File: src/rtl/regdst_track.sv
// Destination-register tracker: carries ID write targets through EX/MEM/WB
// and produces WB write enable, busy map and operand forwarding selects.
module regdst_track #(
  parameter int REG_W = 5,
  parameter int NREG  = 32
) (
  input  logic             clk,
  input  logic             rst,
  input  logic             id_valid,
  input  logic             id_we,
  input  logic [REG_W-1:0] id_dest,
  input  logic             stall,
  input  logic             flush,
  input  logic [REG_W-1:0] id_rs,
  input  logic [REG_W-1:0] id_rt,
  output logic [REG_W-1:0] ex_dest,
  output logic [REG_W-1:0] mem_dest,
  output logic [REG_W-1:0] wb_dest,
  output logic             ex_wr,
  output logic             mem_wr,
  output logic             wb_wr,
  output logic [NREG-1:0]  wb_we_onehot,
  output logic [NREG-1:0]  busy_vec,
  output logic [1:0]       fwd_sel_a,
  output logic [1:0]       fwd_sel_b
);

  logic             ex_wr_q,    ex_wr_d;
  logic             mem_wr_q,   mem_wr_d;
  logic             wb_wr_q,    wb_wr_d;
  logic [REG_W-1:0] ex_dest_q,  ex_dest_d;
  logic [REG_W-1:0] mem_dest_q, mem_dest_d;
  logic [REG_W-1:0] wb_dest_q,  wb_dest_d;
  logic             accept;

  function automatic logic [NREG-1:0] dec(
    input logic             wr,
    input logic [REG_W-1:0] dest
  );
    logic [NREG-1:0] v;
    v = '0;
    if (wr) v[dest] = 1'b1;
    return v;
  endfunction

  // Youngest in-flight producer wins; r0 always reads the regfile.
  function automatic logic [1:0] sel(
    input logic [REG_W-1:0] s,
    input logic             e_wr,
    input logic [REG_W-1:0] e_dst,
    input logic             m_wr,
    input logic [REG_W-1:0] m_dst,
    input logic             w_wr,
    input logic [REG_W-1:0] w_dst
  );
    logic [1:0] r;
    r = 2'b00;
    if (s == '0)                  r = 2'b00;
    else if (e_wr && e_dst == s)  r = 2'b01;
    else if (m_wr && m_dst == s)  r = 2'b10;
    else if (w_wr && w_dst == s)  r = 2'b11;
    return r;
  endfunction

  always_comb begin
    accept = id_valid & id_we & (id_dest != '0)
           & ~stall & ~flush;
    ex_wr_d    = accept;
    ex_dest_d  = accept ? id_dest : '0;
    mem_wr_d   = ex_wr_q;
    mem_dest_d = ex_dest_q;
    wb_wr_d    = mem_wr_q;
    wb_dest_d  = mem_dest_q;
  end

  always_ff @(posedge clk) begin
    if (rst) begin
      ex_wr_q    <= 1'b0;
      mem_wr_q   <= 1'b0;
      wb_wr_q    <= 1'b0;
      ex_dest_q  <= '0;
      mem_dest_q <= '0;
      wb_dest_q  <= '0;
    end else begin
      ex_wr_q    <= ex_wr_d;
      mem_wr_q   <= mem_wr_d;
      wb_wr_q    <= wb_wr_d;
      ex_dest_q  <= ex_dest_d;
      mem_dest_q <= mem_dest_d;
      wb_dest_q  <= wb_dest_d;
    end
  end

  always_comb begin
    ex_dest  = ex_dest_q;
    mem_dest = mem_dest_q;
    wb_dest  = wb_dest_q;
    ex_wr    = ex_wr_q;
    mem_wr   = mem_wr_q;
    wb_wr    = wb_wr_q;
    wb_we_onehot = dec(wb_wr_q, wb_dest_q);
    busy_vec = dec(ex_wr_q, ex_dest_q)
             | dec(mem_wr_q, mem_dest_q)
             | dec(wb_wr_q, wb_dest_q);
    fwd_sel_a = sel(id_rs, ex_wr_q, ex_dest_q,
                    mem_wr_q, mem_dest_q,
                    wb_wr_q, wb_dest_q);
    fwd_sel_b = sel(id_rt, ex_wr_q, ex_dest_q,
                    mem_wr_q, mem_dest_q,
                    wb_wr_q, wb_dest_q);
  end

endmodule

File: config.mk
export PLATFORM = sky130hd
export DESIGN_NAME = regdst_track
export DESIGN_NICKNAME = d
export VERILOG_FILES = /design/src/rtl/regdst_track.sv
export SDC_FILE = /design/constraint.sdc
export NUM_CORES = 1
export LEC_CHECK = 0
export CAP_MARGIN = 30
export CORE_ASPECT_RATIO = 2
export CORE_MARGIN = 2
export CORE_UTILIZATION = 30
export DETAILED_ROUTE_END_ITERATION = 10
export PLACE_DENSITY = 0.75
export SYNTH_ARGS = -nofsm -noshare
export SYNTH_HDL_FRONTEND = slang
export SYNTH_SLANG_ARGS = --single-unit
File: constraint.sdc
create_clock -name clk -period 2 [get_ports clk]
set_input_delay 0.4 -clock clk [delete_from_list [all_inputs] [get_ports clk]]
set_output_delay 0.4 -clock clk [all_outputs]
set_load 0.05 [all_outputs]
==> results.md <==
- Clk_lat worst skew: 0.25 ns
- Vias per cell: 5.94
- Max Slew Vio Count: 0
- DP Area: 4070 um2
- Cell with the most instances after synthesis: nor2_1
- GRT Util Overall: 0.277
- R2R depth: 2
- CTS Buf Count: 3
- Outcome: finished with violations
- Violated checks: setup timing
- Syn_area_per_cell: 7.80 um2
- Root Driver: clkbuf_16
- DRC errors left: 0
- Antenna Nets Post-Route: 0
- Async S/R FF share, synth: 0
- R2R Path Start: ex_dest[4]
- Peak Freq: 449 MHz
- Initial antenna violation count: 0
- Clk buf depth: 2
- Final Hold Fails: 0
- Worst-Margin Slew: 0.667 ns
- Synth-to-Final Area Change: 158%
- WP data required: 1.60 ns
- Tcrit/Tclk final: 1.11
- Yosys warns: 0
- GR Util met1: 0.273
- CTS tree: yes
- Routed vias: 2809
- Crit end category: primary output
- Final HPWL DP: 6.93 mm
- Tmin final: 2.22 ns
- TritonRoute pass-1 iters: 4
- Pin count of the biggest net entering global routing: 13
- R2R setup slack: 1.06 ns
- Leakage power: 2.00 nW
- Total power: 0.921 mW
- Worst VDD drop: 0.000537 V
- Critical path capture point: fwd_sel_b[1]
- CP startpoint kind: flip-flop
- Top cells by area, synth: dfxtp_1 19%, a221o_1 13%, xor2_1 11%
- Max-slew headroom: 0.551
- Final cell area excluding filler cells: 4810 um2
- Die Wd: 59.7 um
- Final setup fails: 46
- Port bufs: 106
- Met2 usage: 0.517
- # rows: 40
- Initial drt markers: 143
- EDFF count, synth: 0
- Hold WC Path Type: flip-flop to flip-flop
- Top Ports: 107
- Nets@finish: 432
- Gate Count Post-Synth: 239
- Share of cells above drive strength 1: 0.710
- CP Launch Point: wb_dest[3]
- Pwr dens: 192 nW/um2
- WL final: 10.8 mm
- Flops & latches, synth: 18
- Starting density of the core: 0.310
- Area of the die: 6900 um2
- WL per Instance: 22.9 um
- Yosys cell types: 32
- GR Overflow Total: 0
- Die height: 115 um
- Most used routing layer: met2
- Top cells by count, synth: 32 x nor2_1, 25 x nand2_1, 24 x a221o_1, 24 x xor2_1, 18 x dfxtp_1
- Seq/Total Area, Yosys: 0.193
- TritonCTS Sinks: 18
- Cts hold-fix bufs: 0
- RSZ-0062 raised after global routing: yes
- Register clock-pin slew on the reported worst setup and hold paths: 0.05 ns
- Fill count: 314
- Routing usage on met3: 0.0290
- Largest fanout on the critical path: 8
- GP Congestion: 0.866
- Max cap viols: 0
- First-pass GRT wire length: 14.5 mm
- Worst EP arrival: 1.82 ns
- Core Box Area: 6010 um2
- Syn Std Cell Area: 1860 um2
- Setup Skew: 0.00151 ns
- Top cell type's share of synthesized area: 0.193
- Register area: 408 um2
- Worst flop-to-flop path endpoint: mem_dest[4]
- Yosys top cell by area: dfxtp_1
- Utilization after layout: 0.801
- Mapped Nets: 260
- Worst Setup Slack, final: -0.225 ns
- H-tree depth: 1
- Multi-input logic area: 1790 um2
- Via count of the first global-routing pass: 2841
- Worst Path Class, Setup: flip-flop to primary output
- Post-synth top flop: dfxtp_1
- Diode count: 0
repair_timing:
action	CTS	global route
setup buffers	32	24
gates resized for setup	53	38
pin swaps	33	36
setup endpoints to repair	31	46
stage by stage:
step	std cells	worst slack, ns	hold WS [ns]	setup TNS (ns)
after floorplan	239	-0.557	0.462	-6.92
after global placement	413	-0.432	0.526	-1.55
after detailed placement	413	-0.529	0.534	-1.86
after CTS	449	-0.189	0.545	-1.19
after global routing	473	-0.330	0.541	-5.11
final	473	-0.225	0.530	-3.90
report_power, final:
| part | switching, mW | internal (mW) |
|---|---|---|
| clock network | 0.130 | 0.271 |
| registers | 0.00787 | 0.348 |
| logic | 0.0858 | 0.0787 |
worst min-delay path by stage:
stage,startpoint,endpoint,slack [ns],cells after the start
6_report,mem_dest[1],wb_dest[1],0.53,1
5_1_grt,mem_dest[1],wb_dest[1],0.54,1
4_1_cts,mem_dest[3],wb_dest[3],0.54,1
3_5_place_dp,mem_dest[3],wb_dest[3],0.53,1
3_3_place_gp,mem_dest[4],wb_dest[4],0.53,1
2_1_floorplan,rst,mem_dest[0],0.46,1
kinds of logic (layout without fill, tap and decap cells):
logic type / after synthesis / count (layout) / synth area share
AND/OR/NAND/NOR: 132 / 132 / 0.413
AO/OA/AOI/OAI: 37 / 37 / 0.181
XOR/XNOR: 30 / 30 / 0.141
buffers and inverters: 22 / 193 / 0.0711
flip-flops: 18 / 18 / 0.193
layer usage:
layer	routed length [um]	vias to the layer above
met5	0	-
met4	858	0
met3	636	83
met2	5950	191
met1	3370	1336
li1	-	1199
critical path, cell delays in order, from the launching register on:
cell and delay (ns):
dfxtp_4 0.40, xor2_1 0.19, nor4_2 0.31, nand3_1 0.19
a221oi_4 0.30, buf_12 0.18
state kept, by name, indices dropped and copies added, names as in the netlist:
register and flops:
mem_dest 5, wb_dest 5, ex_wr 1, wb_wr 1, ex_dest 5, mem_wr 1
layout make-up:
type                       count  area share
timing repair buffer         189       0.511
multi-input combinational    199       0.371
sequential                    18      0.0848
clock buffer                   4      0.0164
tap                           63      0.0164
placed cells by master (no fill, tap or decap), drive strengths merged, types with 6 or more instances in the layout:
cell type / Yosys / routed
a221o: 24 / 24
nor4: 7 / 7
and3: 6 / 6
nor2b: 12 / 12
xnor2: 6 / 6
nor2: 40 / 40
a21oi: 8 / 8
nand3: 6 / 6
xor2: 24 / 24
buf: 18 / 170
clkdlybuf4s50: 0 / 13
nor3b: 8 / 8
dfxtp: 18 / 18
nand2: 25 / 25
Power figures use the tool's default switching activity.
